`src/rtl/mseq_pkg.sv`:
```
// Shared definitions for the MCP-1631 microprogram sequencer: microword layout,
// op encodings, the address type and default vectors.
package mseq_pkg;

    typedef logic [10:0] addr_t;

    typedef enum logic [2:0] {
        OP_NEXT = 3'd0,
        OP_JMP  = 3'd1,
        OP_JCC  = 3'd2,
        OP_CALL = 3'd3,
        OP_RET  = 3'd4,
        OP_XLAT = 3'd5,
        OP_WAIT = 3'd6,
        OP_RSVD = 3'd7
    } op_e;

    localparam int MO_W    = 22;
    localparam int CC_W    = 16;
    localparam int OP_HI   = 21;
    localparam int OP_LO   = 19;
    localparam int TE_BIT  = 18;
    localparam int POL_BIT = 15;
    localparam int SEL_HI  = 14;
    localparam int SEL_LO  = 11;
    localparam int A_HI    = 10;
    localparam int A_LO    = 0;

    localparam addr_t RESET_VEC_D = 11'h000;
    localparam addr_t TRAP_VEC_D  = 11'h7F0;
    localparam int    DEPTH_D     = 4;

    function automatic op_e mo_op(input logic [MO_W-1:0] mo);
        return op_e'(mo[OP_HI:OP_LO]);
    endfunction

endpackage

```
`src/rtl/mseq_stack.sv`:
```
// Circular return-address stack. A push onto a full stack overwrites the oldest
// entry; a pop from an empty stack yields EMPTY_VAL. Both misuse cases are flagged.
module mseq_stack
    import mseq_pkg::*;
#(
    parameter int    DEPTH     = DEPTH_D,
    parameter addr_t EMPTY_VAL = RESET_VEC_D
) (
    input  logic  clk_i,
    input  logic  rst_ni,
    input  logic  push_i,
    input  addr_t push_data_i,
    input  logic  pop_i,
    output addr_t top_o,
    output logic  ovf_o,
    output logic  unf_o
);

    localparam int PW = (DEPTH > 1) ? $clog2(DEPTH) : 1;
    localparam logic [PW-1:0] PTR_ONE  = PW'(1);
    localparam logic [PW:0]   CNT_ONE  = (PW+1)'(1);
    localparam logic [PW:0]   CNT_FULL = (PW+1)'(DEPTH);

    logic [PW-1:0] ptr_q, ptr_d;
    logic [PW:0]   cnt_q, cnt_d;
    addr_t         mem_q [DEPTH];
    logic          empty, full;

    assign empty = (cnt_q == '0);
    assign full  = (cnt_q == CNT_FULL);
    assign top_o = empty ? EMPTY_VAL : mem_q[ptr_q - PTR_ONE];
    assign ovf_o = push_i & full;
    assign unf_o = pop_i & empty;

    // ptr_q names the next free slot; when full that slot holds the oldest entry.
    always_comb begin
        ptr_d = ptr_q;
        cnt_d = cnt_q;
        if (push_i) begin
            ptr_d = ptr_q + PTR_ONE;
            if (!full) begin
                cnt_d = cnt_q + CNT_ONE;
            end
        end else if (pop_i && !empty) begin
            ptr_d = ptr_q - PTR_ONE;
            cnt_d = cnt_q - CNT_ONE;
        end
    end

    always_ff @(posedge clk_i or negedge rst_ni) begin
        if (!rst_ni) begin
            ptr_q <= '0;
            cnt_q <= '0;
        end else begin
            ptr_q <= ptr_d;
            cnt_q <= cnt_d;
        end
    end

    always_ff @(posedge clk_i) begin
        if (push_i) begin
            mem_q[ptr_q] <= push_data_i;
        end
    end

endmodule

```
`src/rtl/mseq_lc.sv`:
```
// Microprogram sequencer: decodes the word on pin_mo and drives the next
// MicROM location on pin_lc, with a return stack, WAIT stalls and micro-traps.
module mseq_lc
    import mseq_pkg::*;
#(
    parameter addr_t RESET_VEC = RESET_VEC_D,
    parameter addr_t TRAP_VEC  = TRAP_VEC_D,
    parameter int    DEPTH     = DEPTH_D
) (
    input  logic             pin_clk,
    input  logic             pin_nrst,
    input  logic [MO_W-1:0]  pin_mo,
    input  logic [CC_W-1:0]  pin_cc,
    input  logic [10:0]      pin_xa,
    input  logic             pin_rdy,
    input  logic             pin_trap,
    output logic [10:0]      pin_lc,
    output logic             pin_mval,
    output logic             pin_xack,
    output logic             pin_tack,
    output logic             pin_serr
);

    addr_t lc_q;
    logic  val_q;
    logic  serr_q, serr_d;

    op_e        op;
    addr_t      a_fld;
    logic [3:0] sel;
    logic       cond;
    addr_t      lc_inc;
    addr_t      op_addr;
    logic       stall;
    logic       trap_take;
    logic       push, pop;
    addr_t      push_data;
    addr_t      stk_top;
    logic       stk_ovf, stk_unf;
    logic       unused_mo;

    assign op        = mo_op(pin_mo);
    assign a_fld     = pin_mo[A_HI:A_LO];
    assign sel       = pin_mo[SEL_HI:SEL_LO];
    assign cond      = pin_cc[sel] ^ pin_mo[POL_BIT];
    assign lc_inc    = lc_q + 11'd1;
    assign unused_mo = ^pin_mo[17:16];

    // Address the op alone would select, before any trap override.
    always_comb begin
        op_addr = lc_inc;
        case (op)
            OP_NEXT: op_addr = lc_inc;
            OP_JMP:  op_addr = a_fld;
            OP_JCC:  op_addr = cond ? a_fld : lc_inc;
            OP_CALL: op_addr = a_fld;
            OP_RET:  op_addr = stk_top;
            OP_XLAT: op_addr = pin_xa;
            OP_WAIT: op_addr = pin_rdy ? lc_inc : lc_q;
            default: op_addr = lc_inc;
        endcase
    end

    always_comb begin
        stall     = val_q && (op == OP_WAIT) && !pin_rdy;
        trap_take = val_q && !stall && pin_mo[TE_BIT] && pin_trap;
        push      = 1'b0;
        pop       = 1'b0;
        push_data = lc_inc;
        pin_xack  = 1'b0;
        pin_lc    = RESET_VEC;
        if (val_q) begin
            if (trap_take) begin
                push      = 1'b1;
                push_data = op_addr;
                pin_lc    = TRAP_VEC;
            end else begin
                pin_lc   = op_addr;
                push     = !stall && (op == OP_CALL);
                pop      = !stall && (op == OP_RET);
                pin_xack = (op == OP_XLAT);
            end
        end
    end

    assign pin_tack = trap_take;
    assign serr_d   = serr_q | stk_ovf | stk_unf;
    assign pin_mval = val_q;
    assign pin_serr = serr_q;

    mseq_stack #(
        .DEPTH     (DEPTH),
        .EMPTY_VAL (RESET_VEC)
    ) u_stack (
        .clk_i       (pin_clk),
        .rst_ni      (pin_nrst),
        .push_i      (push),
        .push_data_i (push_data),
        .pop_i       (pop),
        .top_o       (stk_top),
        .ovf_o       (stk_ovf),
        .unf_o       (stk_unf)
    );

    always_ff @(posedge pin_clk or negedge pin_nrst) begin
        if (!pin_nrst) begin
            lc_q   <= RESET_VEC;
            val_q  <= 1'b0;
            serr_q <= 1'b0;
        end else begin
            lc_q   <= pin_lc;
            val_q  <= 1'b1;
            serr_q <= serr_d;
        end
    end

endmodule

```
`config.mk`:
```
export PLATFORM = sky130hd
export DESIGN_NAME = mseq_lc
export DESIGN_NICKNAME = d
export VERILOG_FILES = /design/src/rtl/mseq_pkg.sv /design/src/rtl/mseq_stack.sv /design/src/rtl/mseq_lc.sv
export SDC_FILE = /design/constraint.sdc
export NUM_CORES = 1
export LEC_CHECK = 0
export CAP_MARGIN = 20
export CORE_AREA = 2 2 89 91
export CTS_CLUSTER_SIZE = 30
export DETAILED_ROUTE_END_ITERATION = 8
export DIE_AREA = 0 0 91 93
export HOLD_SLACK_MARGIN = 0.12
export PLACE_DENSITY = 0.8
export SYNTH_ARGS = -nofsm -noshare
export SYNTH_HDL_FRONTEND = slang
export SYNTH_SLANG_ARGS = --single-unit
```
`constraint.sdc`:
```
create_clock -name pin_clk -period 4.5 [get_ports pin_clk]
set_input_delay 0.9 -clock pin_clk [delete_from_list [all_inputs] [get_ports pin_clk]]
set_output_delay 0.9 -clock pin_clk [all_outputs]
set_load 0.01 [all_outputs]
```
==> run_results.csv, run 1 <==
group,metric,value,unit
critical_path,cp_max_fo,7,
detailed_routing,drc,0,
critical_path,crit_type,"input port to output port",
detailed_routing,first_pass_iters,5,
cts,clkTransAtPathRegs,70,ps
sta,finalHoldViolCount,0,
critical_path,cp_slowest_cell,"mux4_2",
sta,relSlewSlack,35.01,%
synth,yosysTopAreaCell,"edfxtp_1",
sta,skew,8.505,ps
critical_path,start_kind,"input port",
critical_path,critPathBufInv,5,
power,comb_power_share,36.2,%
synth,yosysMostFrequentCell,"edfxtp_1",
detailed_routing,wl_per_cell,21.30,µm
power,p_seq_share,36.9,%
synth,syn-cell-area,0.003837,mm²
run,max_cap_viol_count,0,
synth,avgSynthCellArea,11.16,µm²
min_path,hold_path.class,"flop to flop",
cts,h-tree-depth,3,
synth,synth_cell_types,68,
synth,synth_seq_cells,62,
synth,synth_area_leaders,"edfxtp_1, dfrtp_1, mux4_2, o21ai_0, a21oi_1",
layout,fin_util,67.69,%
layout,drive_gt1_share,21.70,%
synth,syn-num-nets,403,
detailed_routing,drtIter0Drc,340,
power,power_density,398.0,mW/mm²
critical_path,crit_path_cell_trace,"clkdlybuf4s50_1, buf_4, mux2i_1, mux4_2, mux2i_4, buf_4, nand2_4, buf_4, o41ai_2, a21oi_1, dlygate4sd2_1",
power,peakVddDrop,0.2945,mV
detailed_routing,drt_wl_total,11.69,mm
power,power.internal,1375,µW
grt,grt_overflow_total,0,
critical_path,cpMostUsedCell,"buf_4",
critical_path,required,3600,ps
layout,final_cell_area,0.005095,mm²
critical_path,max_stage_delay,540,ps
floorplanning,core-area,0.007527,mm²
floorplanning,dieArea,0.008463,mm²
critical_path,reg2reg_to,"u_stack.mem_q[2][10]",
power,p_leak,0.001921,µW
synth,synth_edf_count,44,
critical_path,timing.rr.start,"u_stack.ptr_q[1]",
cts,cts_tree,"yes",
layout,area_delta_synth_final,32.77,%
synth,synth_common_cells,"edfxtp_1, nand2_1, nor2_1",
cts,clkLatencyLatePin,350,ps
critical_path,r2r_slack,1650,ps
place,place_ws,-234.2,ps
detailed_routing,vias_per_cell,6.332,
sta,rsz0062_at_grt,"yes",
synth,synth-main-ff-cell,"edfxtp_1",
cts,cts_root_buf,"clkbuf_8",
grt,grt_pass1_vias,3676,
critical_path,cp-end-kind,"output port",
place,place_area,0.004800,mm²
sta,drv_slew,0,
power,p_switching,653.2,µW
layout,antenna_cells,0,
place,dpl.hpwl,8.291,mm
sta,fin_crit_sh,98.97,%
min_path,worstHoldStart,"pin_serr",
floorplanning,ioPinCount,68,
place,placed_cells,529,
grt,grt_max_degree,19,
place,port_buffers,65,
synth,yosysWarningCount,0,
layout,fillers,597,
power,switching_share,32.21,%
floorplanning,num_rows,32,
critical_path,path_delay_family,"buffers and inverters",
floorplanning,die_h,93,µm
place,gp_congestion,0.9730,
floorplanning,die_w,91,µm
grt,grt_first_pass_wirelength,18.78,mm
outcome,outcome,"completed",
synth,yosys.area.top_type_share,34.43,%
cts,cts_buffers,9,
sta,worstMarginPinSlew,971.9,ps
synth,syn_inst,344,
grt,antenna_found_initial,0,
detailed_routing,vias,3476,
cts,cts_buffer_depth,2,
power,p_clk_share,26.9,%
floorplanning,initial_utilization,50.98,%
layout,nNetsFinal,501,
synth,synth_seq_area_share,46.17,%
synth,synthArstFlopShare,29.03,%
sta,timing.fmax,224.5,MHz
critical_path,arrival,3550,ps
grt,grtUsageTotal,29.25,%
power,p_total,2028,µW
sta,setup_viol,0,
detailed_routing,ant_nets,0,
cts,cts.sinks,62,
sta,period_minus_slack,4454,ps
cts,cts.hold.buffers_added,0,
sta,worst_slack,46.34,ps
min_path,min_to,"pin_serr",
critical_path,rr_worst_depth,8,
layout,final_cells,549,
min_path,whs_path_depth,1,
per-stage QoR:
step | hold WS (ps) | TNS, ps
finish | 466.8 | 0
global route | 490.4 | -19.07
CTS | 464.2 | 0
detailed placement | 448.7 | -1852
global placement | 440.7 | -1458
floorplan | 493.2 | 0
routing by layer:
metal,global-route usage (%),routed length [µm]
met1,36.54,4687
met2,47.84,5515
met3,6.205,1055
met4,15.91,435
met5,0,0
flip-flops by register name (all words and copies together), names as in the netlist:
register and cells:
pin_mval 1, pin_serr 1, lc_q 11, u_stack.cnt_q 3, u_stack.mem_q 44, u_stack.ptr_q 2
logic make-up after synthesis:
group,count (synthesis),share of synthesized area (%)
XOR/XNOR,14,3.195
adder cells (fa/ha/maj),6,2.152
AND/OR/NAND/NOR,104,14.18
other,1,0.09772
multiplexers,27,11.71
buffers and inverters,27,3.130
flip-flops,62,46.17
AO/OA/AOI/OAI,103,19.37
how the worst max path moves through the flow:
| stage | from | end | slack [ps] | cells after the start |
|---|---|---|---|---|
| 6_report | pin_mo[13] | pin_lc[4] | 50 | 11 |
| 5_1_grt | pin_mo[13] | pin_lc[4] | -10 | 11 |
| 4_1_cts | pin_mo[13] | pin_lc[9] | 3 | 11 |
| 3_5_place_dp | pin_mo[13] | pin_lc[2] | -230 | 9 |
| 3_3_place_gp | pin_mo[13] | pin_lc[6] | -170 | 9 |
| 2_1_floorplan | u_stack.ptr_q[0] | pin_lc[5] | 850 | 9 |
cells in the final DEF (no fill, tap or decap), types with 4 or more instances in the layout:
master and count:
o221ai_1 5, and2_1 6, o21ai_1 4, a31oi_1 4
buf_4 38, clkdlybuf4s50_1 54, a21o_1 5, a221o_1 4
xor2_1 4, o21ai_0 19, dlygate4sd2_1 8, nand3_1 14
a211oi_1 8, nand2b_1 7, nand2_1 22, o221a_2 4
xnor2_1 10, inv_1 9, edfxtp_1 44, a21oi_1 17
clkbuf_8 10, nor3_1 7, a22oi_1 5, dfrtp_1 18
mux4_2 12, mux2i_1 9, nor2_1 21, ha_1 5
nand4_1 4
worst register-to-register path: stages (launching register included):
cell and delay [ps]:
dfrtp_1 420, inv_1 80, ha_1 540, buf_4 270
mux4_2 340, a221o_1 330, o21ai_1 240, nor3b_1 280
a221oi_2 90
power by group through the flow:
stage | clock network, µW | logic (µW) | registers (µW)
2_1_floorplan | 0 | 453 | 751
3_3_place_gp | 0 | 698 | 752
3_5_place_dp | 0 | 717 | 756
4_1_cts | 548 | 727 | 745
5_1_grt | 575 | 789 | 754
6_report | 546 | 734 | 748
cell type report:
cell class                 count  area (µm²)  share of cell area (%)
timing repair buffer         105       938.4                   18.42
inverter                       9       33.78                  0.6631
sequential                    62        1772                   34.77
clock inverter                 4       70.07                   1.375
multi-input combinational    255        2008                   39.42
clock buffer                  12       145.1                   2.849
tap                          102       127.6                   2.505
what timing repair did:
item,CTS,global route
setup endpoints to repair,11,4
gates resized for setup,20,9
buffers inserted,3,1
pin swaps,2,2
(Power assumes the default switching activity.)
==> run 2: changes to the inputs <==
--- a/config.mk
+++ b/config.mk
@@ -12,6 +12,7 @@
 export DIE_AREA = 0 0 91 93
 export HOLD_SLACK_MARGIN = 0.12
 export PLACE_DENSITY = 0.8
+export SKIP_LAST_GASP = 1
 export SYNTH_ARGS = -nofsm -noshare
 export SYNTH_HDL_FRONTEND = slang
 export SYNTH_SLANG_ARGS = --single-unit
==> run 2 against run 1 <==
Utilization up 0.15 points. Global-route usage about the same. Sequential share of layout area down 0.077 points. Critical path type unchanged. Largest power group unchanged.
==> run_results.csv, run 2 (synthesis gave the netlist of run 1 again) <==
group,metric,value,unit
cts,clkTransAtPathRegs,70,ps
sta,fin_crit_sh,98.79,%
critical_path,critPathBufInv,5,
power,power_density,396.1,mW/mm²
layout,largest_register_ffs,44,
run,max_cap_viol_count,0,
sta,timing.fmax,224.9,MHz
floorplanning,core-area,0.007527,mm²
layout,antenna_cells,0,
place,placed_cells,529,
sta,period_minus_slack,4445,ps
sta,setup_viol,0,
place,port_buffers,65,
sta,drv_slew,0,
grt,grtUsageTotal,29.24,%
critical_path,crit_type,"input port to output port",
cts,cts_buffers,9,
floorplanning,ioPinCount,68,
critical_path,max_stage_delay,540,ps
detailed_routing,drtIter0Drc,342,
detailed_routing,vias,3524,
floorplanning,initial_utilization,50.98,%
grt,grt_pass1_vias,3676,
cts,cts_root_buf,"clkbuf_8",
layout,largest_register,"u_stack.mem_q",
power,p_total,2023,µW
detailed_routing,first_pass_iters,5,
sta,worstMarginPinSlew,976.5,ps
floorplanning,dieArea,0.008463,mm²
cts,cts.sinks,62,
critical_path,start_kind,"input port",
critical_path,cp-end-kind,"output port",
detailed_routing,wl_per_cell,21.17,µm
min_path,hold_path.class,"flop to flop",
sta,finalHoldViolCount,0,
power,peakVddDrop,0.2939,mV
floorplanning,num_rows,32,
grt,grt_overflow_total,0,
place,place_area,0.004800,mm²
layout,nNetsFinal,502,
cts,h-tree-depth,3,
layout,area_delta_synth_final,33.06,%
critical_path,arrival,3550,ps
outcome,outcome,"completed",
grt,antenna_found_initial,0,
layout,final_cell_area,0.005106,mm²
layout,final_cells,550,
critical_path,cp_max_fo,7,
place,gp_congestion,0.9730,
place,place_ws,-234.2,ps
floorplanning,die_w,91,µm
critical_path,cp_slowest_cell,"mux4_2",
sta,relSlewSlack,34.70,%
critical_path,crit_path_cell_trace,"clkdlybuf4s50_1, buf_4, mux2i_1, mux4_2, mux2i_4, buf_4, nand2_4, buf_4, o41ai_2, a21oi_1, dlygate4sd2_1",
critical_path,path_delay_family,"buffers and inverters",
power,p_leak,0.001937,µW
critical_path,cpMostUsedCell,"buf_4",
place,dpl.hpwl,8.291,mm
floorplanning,die_h,93,µm
layout,layout_common_cells,"clkdlybuf4s50_1, edfxtp_1, buf_4",
detailed_routing,drc,0,
cts,cts_buffer_depth,2,
sta,worst_slack,54.56,ps
sta,rsz0062_at_grt,"yes",
critical_path,required,3600,ps
layout,layout_commonest_cell,"clkdlybuf4s50_1",
grt,grt_max_degree,19,
detailed_routing,drt_wl_total,11.65,mm
layout,top_regs,"u_stack.mem_q x44, lc_q x11, u_stack.cnt_q x3",
detailed_routing,vias_per_cell,6.407,
grt,grt_first_pass_wirelength,18.77,mm
cts,cts_tree,"yes",
sta,skew,8.844,ps
detailed_routing,ant_nets,0,
layout,drive_gt1_share,21.88,%
cts,clkLatencyLatePin,350,ps
-- run 2: cell types whose count changed in the layout (fill, tap and decap cells not counted), sizes merged --
cell and delta:
dlymetal6s2s +1, dlygate4sd2 -1, buf +1
-- run 2: metrics by stage --
stage | utilization [%] | hold slack (ps) | setup TNS (ps)
5_1_grt | 67.84 | 490.4 | -4.323
4_1_cts | 67.42 | 464.2 | -158.1
3_3_place_gp | 63.76 | 440.7 | -1458
2_1_floorplan | - | 493.2 | 0
6_report | 67.84 | 467.2 | 0
3_5_place_dp | 63.76 | 448.7 | -1852
-- run 2: what timing repair did --
item,4_1_cts,5_1_grt
gates resized for setup,19,10
pin swaps,2,3
hold buffers,0,0
buffers inserted,3,2
setup endpoints to repair,11,4
-- run 2: final timing paths --
kind / depth (start not counted) / end / slack [ps] / from
max in group asynchronous: 1 / lc_q[5] / 2810 / pin_nrst
max: 11 / pin_lc[4] / 50 / pin_mo[13]
min reg2reg: 1 / pin_serr / 470 / pin_serr
min: 1 / pin_serr / 470 / pin_serr
min in group asynchronous: 1 / u_stack.cnt_q[1] / 1090 / pin_nrst
max reg2reg: 8 / u_stack.mem_q[2][10] / 1670 / u_stack.ptr_q[1]
-- run 2: power breakdown --
part / switching (µW) / internal (µW)
clock: 217 / 326
combinational: 373 / 358
sequential: 55.9 / 692
-- run 2: worst register-to-register path, stage by stage, from the launching register on --
cell	delay, ps
dfrtp_1	410
inv_1	80
ha_1	540
buf_4	260
mux4_2	330
a221o_1	330
o21ai_1	240
nor3b_1	280
a221oi_2	90
-- run 2: final cells by class --
cell class | count | area (µm²)
clock buffer | 12 | 145.1
clock inverter | 4 | 70.07
fill | 598 | 2421
inverter | 9 | 33.78
multi-input combinational | 255 | 2008
sequential | 62 | 1772
tap | 102 | 127.6
timing repair buffer | 106 | 949.7
-- run 2: layer usage --
| layer | track usage, % | share of wire, % |
|---|---|---|
| met5 | 0 | 0 |
| met4 | 15.91 | 3.6 |
| met3 | 6.205 | 8.9 |
| met2 | 47.78 | 47 |
| met1 | 36.54 | 40 |
